<file path="config.mk">
export PLATFORM = sky130hd
export DESIGN_NAME = fetch_stage
export DESIGN_NICKNAME = d
export VERILOG_FILES = /design/src/rtl/mips_pkg.sv /design/src/rtl/if_id_reg.sv /design/src/rtl/fetch_stage.sv
export SDC_FILE = /design/constraint.sdc
export NUM_CORES = 1
export LEC_CHECK = 0
export CAP_MARGIN = 25
export CORE_MARGIN = 10
export CORE_UTILIZATION = 54
export CTS_BUF_LIST = sky130_fd_sc_hd__clkbuf_16
export CTS_CLUSTER_SIZE = 40
export DETAILED_ROUTE_END_ITERATION = 8
export GPL_TIMING_DRIVEN = 0
export PLACE_DENSITY = 0.85
export SLEW_MARGIN = 20
export SYNTH_ARGS = -nofsm -noshare
export SYNTH_HDL_FRONTEND = slang
export SYNTH_SLANG_ARGS = --single-unit
</file>
<file path="constraint.sdc">
create_clock -name clk -period 6.2 [get_ports clk]
set_clock_uncertainty 0.2 [all_clocks]
set_input_delay 1.24 -clock clk [delete_from_list [all_inputs] [get_ports clk]]
set_output_delay 1.24 -clock clk [all_outputs]
set_load 0.05 [all_outputs]
</file>
<file path="src/rtl/mips_pkg.sv">
// mips_pkg: shared definitions for the MIPS core front end.
//   ADDR_W        - address/data width of the core
//   RESET_PC_DEF  - default fetch address after reset release
//   NOP_INSTR_DEF - encoding loaded into the IF/ID register on flush/bubble
//   fetch_state_t - instruction fetch FSM states
package mips_pkg;

  localparam int unsigned ADDR_W = 32;

  localparam logic [ADDR_W-1:0] RESET_PC_DEF  = 32'hBFC0_0000;
  localparam logic [ADDR_W-1:0] NOP_INSTR_DEF = 32'h0000_0000;
  localparam logic [ADDR_W-1:0] WORD_MASK     = 32'hFFFF_FFFC;

  typedef enum logic [1:0] {
    S_REQ  = 2'd0,  // presenting a fetch request
    S_WAIT = 2'd1,  // request accepted, waiting for data
    S_HOLD = 2'd2   // data returned while ID stalled, parked in hold buffer
  } fetch_state_t;

  // Sequential instruction address; wraps modulo 2^ADDR_W.
  function automatic logic [ADDR_W-1:0] next_word(input logic [ADDR_W-1:0] addr);
    return addr + ADDR_W'(4);
  endfunction

endpackage

</file>
<file path="src/rtl/if_id_reg.sv">
// if_id_reg: IF/ID pipeline register.
//   clk, rst_n   - clock, asynchronous active-low reset
//   load         - capture instr_in/pc_in, mark valid
//   flush        - invalidate and replace instruction with NOP (pc kept)
//   (neither)    - hold all fields
//   instr_in     - instruction to load
//   pc_in        - PC of instr_in
//   instr_d      - registered instruction
//   pc_d         - registered PC
//   pc_plus4_d   - registered PC + 4
//   valid_d      - registered instruction is real
module if_id_reg
  import mips_pkg::*;
#(
  parameter logic [ADDR_W-1:0] NOP_INSTR = NOP_INSTR_DEF
) (
  input  logic              clk,
  input  logic              rst_n,
  input  logic              load,
  input  logic              flush,
  input  logic [ADDR_W-1:0] instr_in,
  input  logic [ADDR_W-1:0] pc_in,
  output logic [ADDR_W-1:0] instr_d,
  output logic [ADDR_W-1:0] pc_d,
  output logic [ADDR_W-1:0] pc_plus4_d,
  output logic              valid_d
);

  always_ff @(posedge clk or negedge rst_n) begin
    if (!rst_n) begin
      instr_d    <= NOP_INSTR;
      pc_d       <= '0;
      pc_plus4_d <= '0;
      valid_d    <= 1'b0;
    end else if (flush) begin
      instr_d <= NOP_INSTR;
      valid_d <= 1'b0;
    end else if (load) begin
      instr_d    <= instr_in;
      pc_d       <= pc_in;
      pc_plus4_d <= next_word(pc_in);
      valid_d    <= 1'b1;
    end
  end

endmodule

</file>
<file path="src/rtl/fetch_stage.sv">
// fetch_stage: instruction fetch stage with IF/ID register.
// One outstanding request on a req/addr_ok/data_ok memory handshake.
//   clk, rst_n     - clock, asynchronous active-low reset
//   stall_d        - ID stalled; IF/ID holds
//   redirect       - branch/jump resolved in ID this cycle
//   redirect_pc    - new fetch target (low two bits ignored)
//   inst_req       - fetch request valid
//   inst_addr      - word-aligned fetch address
//   inst_addr_ok   - memory accepted the request
//   inst_rdata     - returned instruction
//   inst_data_ok   - inst_rdata valid
//   instr_d        - IF/ID instruction
//   pc_d           - PC of instr_d
//   pc_plus4_d     - pc_d + 4
//   valid_d        - instr_d is a real instruction
//   fetch_busy     - request outstanding
module fetch_stage
  import mips_pkg::*;
#(
  parameter logic [ADDR_W-1:0] RESET_PC  = RESET_PC_DEF,
  parameter logic [ADDR_W-1:0] NOP_INSTR = NOP_INSTR_DEF
) (
  input  logic              clk,
  input  logic              rst_n,
  input  logic              stall_d,
  input  logic              redirect,
  input  logic [ADDR_W-1:0] redirect_pc,
  output logic              inst_req,
  output logic [ADDR_W-1:0] inst_addr,
  input  logic              inst_addr_ok,
  input  logic [ADDR_W-1:0] inst_rdata,
  input  logic              inst_data_ok,
  output logic [ADDR_W-1:0] instr_d,
  output logic [ADDR_W-1:0] pc_d,
  output logic [ADDR_W-1:0] pc_plus4_d,
  output logic              valid_d,
  output logic              fetch_busy
);

  fetch_state_t      state_q;
  logic [ADDR_W-1:0] pc_f;
  logic [ADDR_W-1:0] inflight_pc;
  logic [ADDR_W-1:0] hold_instr;
  logic              hold_valid;
  logic              discard;

  logic              take_redirect;
  logic              accept;
  logic              deliver_wait;
  logic              deliver_hold;
  logic              ifid_load;
  logic              ifid_flush;
  logic [ADDR_W-1:0] ifid_instr;

  assign inst_addr = pc_f & WORD_MASK;

  // A stall masks redirect entirely for that cycle.
  assign take_redirect = redirect && !stall_d;
  // inst_req is registered low for the first cycle after reset, so an
  // addr_ok then is not a real grant.
  assign accept        = (state_q == S_REQ) && inst_req && inst_addr_ok;

  always_comb begin
    deliver_wait = (state_q == S_WAIT) && inst_data_ok && !discard;
    deliver_hold = (state_q == S_HOLD) && hold_valid;
    ifid_load    = !stall_d && !redirect && (deliver_wait || deliver_hold);
    // Redirect flush and plain bubble have the same effect on IF/ID.
    ifid_flush   = !stall_d && !ifid_load;
    ifid_instr   = deliver_hold ? hold_instr : inst_rdata;
  end

  always_ff @(posedge clk or negedge rst_n) begin
    if (!rst_n) begin
      state_q     <= S_REQ;
      pc_f        <= RESET_PC;
      inflight_pc <= '0;
      hold_instr  <= '0;
      hold_valid  <= 1'b0;
      discard     <= 1'b0;
      inst_req    <= 1'b0;
      fetch_busy  <= 1'b0;
    end else begin
      case (state_q)
        S_REQ: begin
          if (accept) begin
            inflight_pc <= inst_addr;
            // A redirect in the issuing cycle leaves the old request in
            // flight; its data must be dropped.
            discard     <= take_redirect;
            inst_req    <= 1'b0;
            fetch_busy  <= 1'b1;
            state_q     <= S_WAIT;
          end else begin
            inst_req <= 1'b1;
          end
          if (take_redirect) pc_f <= redirect_pc;
        end

        S_WAIT: begin
          if (inst_data_ok) begin
            fetch_busy <= 1'b0;
            if (discard || take_redirect) begin
              discard  <= 1'b0;
              inst_req <= 1'b1;
              state_q  <= S_REQ;
            end else if (!stall_d) begin
              pc_f     <= next_word(inflight_pc);
              inst_req <= 1'b1;
              state_q  <= S_REQ;
            end else begin
              hold_instr <= inst_rdata;
              hold_valid <= 1'b1;
              state_q    <= S_HOLD;
            end
          end else if (take_redirect) begin
            discard <= 1'b1;
          end
          if (take_redirect) pc_f <= redirect_pc;
        end

        S_HOLD: begin
          if (!stall_d) begin
            hold_valid <= 1'b0;
            inst_req   <= 1'b1;
            state_q    <= S_REQ;
            pc_f       <= take_redirect ? redirect_pc : next_word(inflight_pc);
          end
        end

        default: begin
          state_q    <= S_REQ;
          inst_req   <= 1'b0;
          fetch_busy <= 1'b0;
          hold_valid <= 1'b0;
          discard    <= 1'b0;
        end
      endcase
    end
  end

  if_id_reg #(
    .NOP_INSTR(NOP_INSTR)
  ) u_if_id_reg (
    .clk       (clk),
    .rst_n     (rst_n),
    .load      (ifid_load),
    .flush     (ifid_flush),
    .instr_in  (ifid_instr),
    .pc_in     (inflight_pc),
    .instr_d   (instr_d),
    .pc_d      (pc_d),
    .pc_plus4_d(pc_plus4_d),
    .valid_d   (valid_d)
  );

endmodule

</file>
# After elaboration in Yosys (flattened, before gate mapping)
# Index checks and enable logic that the tools add are counted.
[totals]
in_bits = 70
romBits = 0
ff_bits = 195
elab_cells = 92
ram_bits = 0
n_memories = 0
latch_bits = 0
[op_classes]
magnitude_cmp = 0
shifts = 0
eq_ne = 12
n_mul = 0
mux = 37
add_sub_neg = 1
div_mod_pow = 0
n_bitwise = 4
n_reduce_logical = 26
[ops]
columns = ["op", "count"]
rows = [
  ["2-to-1 mux 32 bit", 10],
  ["one-hot mux 32 bit (3 select lines)", 1],
  ["adder 32 x 3 -> 32 bit, second input constant", 1],
  ["2-to-1 mux 1 bit", 16],
  ["!= test 2 bit, second input constant", 6],
  ["one-hot mux 1 bit (3 select lines)", 4],
  ["2-to-1 mux 2 bit", 5],
  ["logical AND 1 bit", 9],
  ["!= test 3 bit, second input constant", 3],
  ["AND reduction 4 bit", 2],
  ["one-hot mux 2 bit (3 select lines)", 1],
  ["AND reduction 3 bit", 2],
  ["AND reduction 6 bit", 1],
  ["AND reduction 5 bit", 1],
  ["logical NOT 1 bit", 4],
  ["inverter 1 bit", 4],
  ["AND reduction 2 bit", 2],
  ["!= test 3 x 2 -> 1 bit, second input constant", 1],
  ["nonzero test 3 bit", 1],
  ["equality test 2 x 1 -> 1 bit, second input constant", 1],
  ["equality test 2 bit, second input constant", 1],
  ["logical NOT 2 bit", 1],
  ["logical OR 1 bit", 2],
  ["nonzero test 2 bit", 1],
]

# Depth between registers and ports, before layout
# Gate-level depths: netlist of the first run.
[logic_depth]
ltp_word = 9
ltp_mapped = 9

# Modules after synthesis
# Synthesis of the first run repeated with hierarchy kept, for this count alone.
[hier_totals]
cells_unflattened = 894
hier_area_um2 = 9303.9
[modules_own_cells]
columns = ["mod", "cells_per_inst", "n_inst", "area_each_um2"]
rows = [
  ["fetch_stage", 458, 1, 5108.6],
  ["if_id_reg", 436, 1, 4195.3],
]

# Least setup slack after synthesis of the first run
# No wires, ideal clock.
[synth_timing]
kind = "in2reg"
startpoint = "in stall_d"
endpoint = "reg pc_f[25]"
slack_ns = 3.241
t_required_ns = 5.912
arrival_ns = 2.671
n_path_buf = 1
path_stages = 6
cell_sequence = "or4b_1 a31o_2 clkbuf_1 nand2_1 nand2_1 or3_1"
[synth_via]
elab_chain_cells = 5
elab_cells_between_ends = 13
[synth_lines]
columns = ["element", "line_no", "text"]
rows = [
  ["start, declared", "fetch_stage.sv:25", "input logic stall_d,"],
  ["logical NOT 1 bit", "-", ""],
  ["logical AND 1 bit", "fetch_stage.sv:58", "assign take_redirect = redirect && !stall_d;"],
  ["logical OR 1 bit or 2-to-1 mux 32 bit (tied branches)", "fetch_stage.sv:102, fetch_stage.sv:126", ""],
  ["!= test 3 bit (no line) or 2-to-1 mux 32 bit (tied branches)", "-", ""],
  ["AND reduction 6 bit (no line) or one-hot mux 32 bit (3 select lines) (tied branches)", "-", ""],
  ["end signal, assigned", "fetch_stage.sv:96", "if (take_redirect) pc_f <= redirect_pc;"],
  ["end signal, assigned", "fetch_stage.sv:107", "pc_f <= next_word(inflight_pc);"],
  ["end signal, assigned", "fetch_stage.sv:118", "if (take_redirect) pc_f <= redirect_pc;"],
  ["end, declared", "fetch_stage.sv:41", "logic [ADDR_W-1:0] pc_f;"],
]
# Several ways; a longest one is shown, not always the timed one. The select of a mux whose other input is x is not followed.
# A chain may end at the register's enable or synchronous reset.

# Worst setup path after layout of the first run
[layout_timing]
startpoint = "in stall_d"
endpoint = "reg pc_f[19]"
# Same word-level chain as after synthesis.

==> results of run 1 <==
[sequential cells by signal (all words and copies together) (netlist names), 2 cells and up]
register                count
u_if_id_reg.pc_d           30
u_if_id_reg.instr_d        32
hold_instr                 32
state_q                     2
pc_f                       30
inflight_pc                30
u_if_id_reg.pc_plus4_d     30
[cell usage in the layout, fill, tap and decap left out, types with 3 or more instances in the layout]
master,instances
sky130_fd_sc_hd__a211oi_1,3
sky130_fd_sc_hd__a21o_1,8
sky130_fd_sc_hd__a21oi_1,21
sky130_fd_sc_hd__and3_1,8
sky130_fd_sc_hd__and4_1,5
sky130_fd_sc_hd__buf_1,6
sky130_fd_sc_hd__buf_2,5
sky130_fd_sc_hd__buf_4,6
sky130_fd_sc_hd__clkbuf_1,29
sky130_fd_sc_hd__clkbuf_16,17
sky130_fd_sc_hd__clkdlybuf4s50_1,191
sky130_fd_sc_hd__clkinv_2,4
sky130_fd_sc_hd__clkinvlp_4,5
sky130_fd_sc_hd__conb_1,6
sky130_fd_sc_hd__dfrtp_1,182
sky130_fd_sc_hd__dfstp_2,9
sky130_fd_sc_hd__ha_1,6
sky130_fd_sc_hd__inv_1,11
sky130_fd_sc_hd__mux2_2,91
sky130_fd_sc_hd__mux2i_1,33
sky130_fd_sc_hd__nand2_1,98
sky130_fd_sc_hd__nand3_1,23
sky130_fd_sc_hd__nand4_1,5
sky130_fd_sc_hd__nor2_1,16
sky130_fd_sc_hd__nor3_1,16
sky130_fd_sc_hd__nor4_1,3
sky130_fd_sc_hd__o211ai_1,9
sky130_fd_sc_hd__o21ai_0,78
sky130_fd_sc_hd__o21ai_1,5
sky130_fd_sc_hd__o31a_1,3
sky130_fd_sc_hd__xnor2_1,14
sky130_fd_sc_hd__xor2_1,10
[worst min-delay path by stage]
stage,slack (ps),depth (start not counted),end
floorplan,280,1,hold_instr[0]
global placement,260,2,pc_f[22]
detailed placement,260,2,pc_f[22]
CTS,270,2,pc_f[22]
global route,310,2,pc_f[22]
finish,280,2,u_if_id_reg.pc_plus4_d[31]
[worst max-delay path, stage by stage]
cell and delay (ps):
sky130_fd_sc_hd__clkdlybuf4s50_1 530, sky130_fd_sc_hd__or4b_1 620, sky130_fd_sc_hd__a31oi_2 470, sky130_fd_sc_hd__nand2_1 290, sky130_fd_sc_hd__clkbuf_1 350, sky130_fd_sc_hd__o211ai_1 260
[metrics by stage]
step | instance area (um^2) | hold slack, ps | setup slack (ps) | cells
after CTS | 11150 | 274.1 | 2613 | 1146
after detailed placement | 10600 | 262.2 | 2184 | 1115
after floorplan | 8414 | 278.7 | 3241 | 734
after global placement | 10570 | 257.2 | -4225 | 1114
after global routing | 11150 | 309.2 | 2414 | 1146
final | 11150 | 284.4 | 2575 | 1146
[per-layer routing]
metal / track usage [%] / routed length, um / part of all wire, %
met1: 28.57 / 9799 / 41
met2: 36.39 / 11320 / 47
met3: 8.181 / 2316 / 9.7
met4: 7.128 / 418 / 1.8
met5: 0 / 13 / 0.054
[final cells by class]
type	instances	area, um^2	area share, %
inverter	11	41.29	0.3704
timing repair buffer	193	1954	17.53
clock inverter	14	117.6	1.055
sequential	191	4791	42.98
clock buffer	17	425.4	3.816
buffer	47	212.7	1.908
multi-input combinational	485	3369	30.23
tap	188	235.2	2.110
[power by group]
part | leakage, nW | switching, W | internal, W | total (W)
Clock | 0.255 | 0.000479 | 0.000549 | 0.00103
Combinational | 2.35 | 0.00199 | 0.00113 | 0.00312
Sequential | 2.40 | 0.000417 | 0.00179 | 0.00220
Total | 5.00 | 0.00288 | 0.00346 | 0.00635
[cell families after synthesis]
kind of cell	Yosys count	share of synthesized area [%]
buf+inv	58	3.025
mux	124	16.14
other cells	1	0.04467
fa+ha+maj	6	0.8942
xor+xnor	24	2.504
compound gates	136	9.285
simple gates	189	11.04
flops	191	57.06
==> Implementation_results.wiki, run 1 <==
{| class="wikitable"
! Metric !! Value
|-
| Outcome || finished, final reports clean
|-
| Final global-route overflow total || 0
|-
| Critical Setup Path Class || input pin to flip-flop
|-
| Area of the core || 0.01520 mm^2
|-
| Highest achievable clock rate || 275.9 MHz
|-
| Arrival time worst endpoint || 3770 ps
|-
| Areal power density over the cells || 569.3 mW/mm^2
|-
| Max Cap Viol || 0
|-
| Hold Fails Final Rpt || 0
|-
| Finish-stage setup viols || 0
|-
| 1st-pass router iterations || 5
|-
| Worst Hold Launch || u_if_id_reg.pc_plus4_d[31]
|-
| Largest net degree at the start of global routing || 100
|-
| Vias in the first global route || 6745
|-
| Iteration-0 DRC Markers || 477
|-
| Clock slew at reported path FFs || 70 ps
|-
| CTS tree || done
|-
| Detail Placement HPWL || 17.25 mm
|-
| Fraction of the yosys area taken by sequential cells || 57.06%
|-
| Time the final worst path needs with I/O delays and setup || 3625 ps
|-
| Yosys warning count || 0
|-
| Cell types occupying the most area after synthesis || sky130_fd_sc_hd__dfrtp_1, sky130_fd_sc_hd__mux2_2, sky130_fd_sc_hd__o21ai_0, sky130_fd_sc_hd__nand2_1, sky130_fd_sc_hd__mux2i_1
|-
| Overall via count from detail_route || 6531
|-
| Overall power || 0.006346 W
|-
| Static leakage power || 5.005 nW
|-
| Post-CTS Setup Repair Bufs || 0
|-
| Fraction of registers with async set/reset || 100.0%
|-
| Sum Neg Setup Slack || 0 ps
|-
| Critical Path Sink Type || flip-flop
|-
| Combined area of all synthesized cells || 0.008396 mm^2
|-
| Capture point of the critical path || pc_f[19]
|-
| Number of top-level design ports || 201
|-
| Cell with the most instances after synthesis || sky130_fd_sc_hd__dfrtp_1
|-
| Number of standard cells after synthesis || 729
|-
| Least-Margin Pin Slew || 753.9 ps
|-
| Number of H-tree levels || 4
|-
| Site Rows || 45
|-
| Worst hold-check path type || flip-flop to flip-flop
|-
| Area of the die || 0.02094 mm^2
|-
| R2r setup slk || 3120 ps
|-
| Setup crit start kind || input pin
|-
| Initial Util || 55.23%
|-
| Relative slew slack || 49.74%
|-
| Chip width || 144.7 um
|-
| GP Congestion || 0.8584
|-
| Ratio of cells with drive above 1 in the final layout || 15.97%
|-
| EDFF count, synth || 0
|-
| Number of distinct standard cells referenced by the synthesized netlist || 49
|-
| Final nets || 1022
|-
| Per-cell via count in the routed design || 5.699
|-
| Hold-fix buffer count after cts || 0
|-
| End-of-flow core utilization || 73.33%
|-
| Global-route wire length before repair || 36.89 mm
|-
| Total detailed-routing wirelength || 23.87 mm
|-
| RSZ-0062 raised after global routing || false
|-
| Endpoint of the worst-slack reg-to-reg timing path || pc_f[19]
|-
| Startpoint of the worst setup timing path || stall_d
|-
| Post-DRT Antenna Nets || 0
|-
| DRC violation count after routing || 0
|-
| Synth top cells by count || sky130_fd_sc_hd__dfrtp_1, sky130_fd_sc_hd__nand2_1, sky130_fd_sc_hd__mux2_2
|-
| Antenna violations before repair || 1
|-
| Number of gates resized after cts || 0
|-
| Dominant synthesized flop cell || sky130_fd_sc_hd__dfrtp_1
|-
| Launch instance of the worst register-to-register path || state_q[0]
|-
| Maximum vdd ir drop || 0.3898 mV
|-
| Die height || 144.7 um
|-
| Largest fanout on the critical path || 10
|-
| Antenna diode instance count || 0
|-
| Data required time of the critical path || 6350 ps
|-
| Syn avg cell area || 11.52 um^2
|-
| Total of fill cells in the finished design || 1070
|-
| Input/output buffers || 192
|-
| Area share of the largest cell type after synthesis || 54.25%
|-
| Buffers from clock root to sink, at most || 2
|-
| Global-route total usage across every layer || 22.85%
|-
| Num CTS Buffers || 17
|-
| Clock insertion delay at the later pin of the skew report || 430 ps
|-
| Clock tree sinks || 191
|-
| Number of max-slew violations in the final report || 0
|-
| Root cell of the clock tree || sky130_fd_sc_hd__clkbuf_16
|-
| Wirelength per Cell || 20.83 um
|-
| R2R cell count || 8
|-
| Cell taking the most area after synthesis || sky130_fd_sc_hd__dfrtp_1
|-
| Synthesis-stage register bit count || 191
|-
| Post-route fraction of the period consumed by the critical path || 58.46%
|-
| Layout area overhead || 32.77%
|}
(Power assumes the default switching activity.)
==> inputs of run 2 (changes only) <==
--- a/config.mk
+++ b/config.mk
@@ -7,12 +7,12 @@
 export LEC_CHECK = 0
 export CAP_MARGIN = 25
 export CORE_MARGIN = 10
-export CORE_UTILIZATION = 54
+export CORE_UTILIZATION = 45
 export CTS_BUF_LIST = sky130_fd_sc_hd__clkbuf_16
 export CTS_CLUSTER_SIZE = 40
 export DETAILED_ROUTE_END_ITERATION = 8
 export GPL_TIMING_DRIVEN = 0
-export PLACE_DENSITY = 0.85
+export PLACE_DENSITY = 0.75
 export SLEW_MARGIN = 20
 export SYNTH_ARGS = -nofsm -noshare
 export SYNTH_HDL_FRONTEND = slang
==> constraint.sdc (replaced) <==
create_clock -name clk -period 3 [get_ports clk]
set_clock_uncertainty 0.2 [all_clocks]
set_input_delay 0.6 -clock clk [delete_from_list [all_inputs] [get_ports clk]]
set_output_delay 0.6 -clock clk [all_outputs]
set_load 0.05 [all_outputs]
==> Implementation_results.wiki, run 2 (same netlist as run 1, synthesis figures left out) <==
{| class="wikitable"
! Metric !! Value
|-
| Outcome || finished, final reports clean
|-
| Number of max-slew violations in the final report || 0
|-
| Internal Pwr Total || 0.007262 W
|-
| Critical Path Sink Type || flip-flop
|-
| Static leakage power || 5.070 nW
|-
| Footprint of the multi-input gates || 0.003379 mm^2
|-
| Largest net degree at the start of global routing || 76
|-
| Setup crit start kind || input pin
|-
| Worst hold-check path type || flip-flop to flip-flop
|-
| Layout area overhead || 34.38%
|-
| Ratio of cells with drive above 1 in the final layout || 16.88%
|-
| Antenna violations before repair || 1
|-
| Cell count along the critical path || 7
|-
| Critical Path Max Stage Delay || 620 ps
|-
| Cell area after layout || 0.01128 mm^2
|-
| Cell occurring most often along the worst timing path || sky130_fd_sc_hd__clkbuf_1
|-
| Largest registers || hold_instr: 32 flops, u_if_id_reg.instr_d: 32 flops
|-
| RSZ-0062 raised after global routing || false
|-
| Data required time of the critical path || 3120 ps
|-
| Critical Setup Path Class || input pin to flip-flop
|-
| GP Congestion || 0.8265
|-
| Number of H-tree levels || 4
|-
| R2R cell count || 8
|-
| Post-DRT Antenna Nets || 0
|-
| Clock tree sinks || 191
|-
| Instance area after placement || 0.01068 mm^2
|-
| Overall via count from detail_route || 6423
|-
| Finish-stage setup viols || 0
|-
| Total net switching power || 0.005927 W
|-
| Vias in the first global route || 6581
|-
| Cell breakdown of the critical path || clkdlybuf4s50_1 > nand2b_1 > and2_1 > clkbuf_1 > clkbuf_1 > a211oi_1 > a21o_1
|-
| Highest-count cells in the layout ignoring fill and taps || sky130_fd_sc_hd__clkdlybuf4s50_1, sky130_fd_sc_hd__dfrtp_1, sky130_fd_sc_hd__nand2_1
|-
| Initial Util || 46.26%
|-
| Area of the die || 0.02452 mm^2
|-
| Clock slew at reported path FFs || 70 ps
|-
| Cell class contributing the biggest share of worst-path delay || buffers and inverters
|-
| Input/output buffers || 192
|-
| Die height || 156.6 um
|-
| Site Rows || 49
|-
| Buf/Inv on CP || 3
|-
| Largest fanout on the critical path || 10
|-
| Least-Margin Pin Slew || 775.2 ps
|-
| Most common cell after layout, fill and taps aside || sky130_fd_sc_hd__clkdlybuf4s50_1
|-
| Total detailed-routing wirelength || 24.17 mm
|-
| Root cell of the clock tree || sky130_fd_sc_hd__clkbuf_16
|-
| Combinational Power Share || 48.8%
|-
| Detailed route wirelength on metal3 || 2.075 mm
|-
| Areal power density over the cells || 1169 mW/mm^2
|-
| Clock insertion delay at the later pin of the skew report || 430 ps
|-
| Per-cell via count in the routed design || 5.397
|-
| Detail Placement HPWL || 17.64 mm
|-
| Library cell contributing the largest single delay on the critical path || sky130_fd_sc_hd__clkdlybuf4s50_1
|-
| DR WL met2 || 10.97 mm
|-
| Cell count of the worst hold path || 2
|-
| Final global-route overflow total || 0
|-
| Area of the core || 0.01815 mm^2
|-
| Max Cap Viol || 0
|-
| Top routing layer used || met4
|-
| Post-CTS Setup Repair Bufs || 0
|-
| Buffers from clock root to sink, at most || 2
|-
| Wirelength per Cell || 20.31 um
|-
| Met1 routed wirelength after detailed routing || 10.73 mm
|-
| Total of fill cells in the finished design || 1506
|-
| CTS tree || done
|-
| Share of total power in the clock network || 16.9%
|-
| DRC violation count after routing || 0
|-
| Final nets || 1024
|-
| Switching share of total power || 44.94%
|-
| Num CTS Buffers || 17
|-
| Time the final worst path needs with I/O delays and setup || 2885 ps
|-
| Post-route fraction of the period consumed by the critical path || 96.16%
|-
| End-of-flow core utilization || 62.17%
|-
| Sum Neg Setup Slack || 0 ps
|-
| Part of the total power dissipated in sequential elements || 34.2%
|-
| Arrival time worst endpoint || 3000 ps
|-
| Maximum vdd ir drop || 0.7303 mV
|-
| Chip width || 156.6 um
|-
| Hold Fails Final Rpt || 0
|-
| Global-route total usage across every layer || 19.68%
|-
| Iteration-0 DRC Markers || 377
|-
| Highest achievable clock rate || 346.6 MHz
|-
| Number of standard cells in the final layout excluding fillers || 1190
|-
| 1st-pass router iterations || 5
|-
| Number of top-level design ports || 201
|-
| Global-route wire length before repair || 37.83 mm
|-
| Number of cells in the design after placement || 1157
|-
| Overall power || 0.01319 W
|-
| Sequential cell area || 0.004791 mm^2
|-
| Relative slew slack || 48.32%
|}
[run 2: timing repair]
item,4_1_cts,5_1_grt
hold buffers,1,0
hold endpoints to repair,48,0
resized for setup,3,12
cloned,0,0
endpoints found under the setup margin,31,52
[run 2: power by group through the flow]
stage	clock network (W)	logic, W	registers, W
global route	0.00239	0.00685	0.00467
detailed placement	0	0.00645	0.00455
CTS	0.00226	0.00649	0.00451
finish	0.00223	0.00644	0.00451
floorplan	0	0.00212	0.00653
global placement	0	0.00637	0.00450
[run 2: final timing paths]
kind | start | endpoint | slack, ps
setup / recovery | stall_d | pc_f[10] | 120
min in group asynchronous | rst_n | u_if_id_reg.instr_d[5] | 470
max in group asynchronous | rst_n | u_if_id_reg.pc_d[8] | 1410
hold / removal | u_if_id_reg.pc_plus4_d[6] | u_if_id_reg.pc_plus4_d[6] | 270
setup reg to reg | state_q[0] | pc_f[16] | 170
hold reg to reg | u_if_id_reg.pc_plus4_d[6] | u_if_id_reg.pc_plus4_d[6] | 270
[run 2: cell type report]
| cell class | count | share of cell area, % |
|---|---|---|
| well taps | 229 | 2.540 |
| diodes | 1 | 0.02218 |
| inverters | 11 | 0.3660 |
| clock buffers | 17 | 3.771 |
| plain buffers | 47 | 1.963 |
| clock inverters | 14 | 1.264 |
| multi-input cells | 485 | 29.95 |
| repair buffers | 195 | 17.66 |
| flip-flops and latches | 191 | 42.46 |
[run 2: routing by layer]
| layer | vias up | GRT usage, % |
|---|---|---|
| met5 | - | 0 |
| met4 | 0 | 5.933 |
| met3 | 25 | 7.155 |
| met2 | 203 | 30.50 |
| met1 | 3197 | 25.31 |
| li1 | 2998 | - |
[run 2: worst register-to-register path, stage by stage, from the launching register on]
cell	delay [ps]
sky130_fd_sc_hd__dfrtp_1	420
sky130_fd_sc_hd__inv_1	90
sky130_fd_sc_hd__ha_1	190
sky130_fd_sc_hd__buf_2	170
sky130_fd_sc_hd__or4b_1	560
sky130_fd_sc_hd__a31oi_4	340
sky130_fd_sc_hd__nand2_1	240
sky130_fd_sc_hd__clkbuf_2	300
sky130_fd_sc_hd__o211ai_1	230
[run 2: metrics by stage]
step	hold slack, ps	setup slack [ps]
4_1_cts	279.6	11.37
2_1_floorplan	104.4	551.5
6_report	273.4	115.2
5_1_grt	298.9	3.771
3_3_place_gp	260.7	-6977
3_5_place_dp	267.8	-378.6
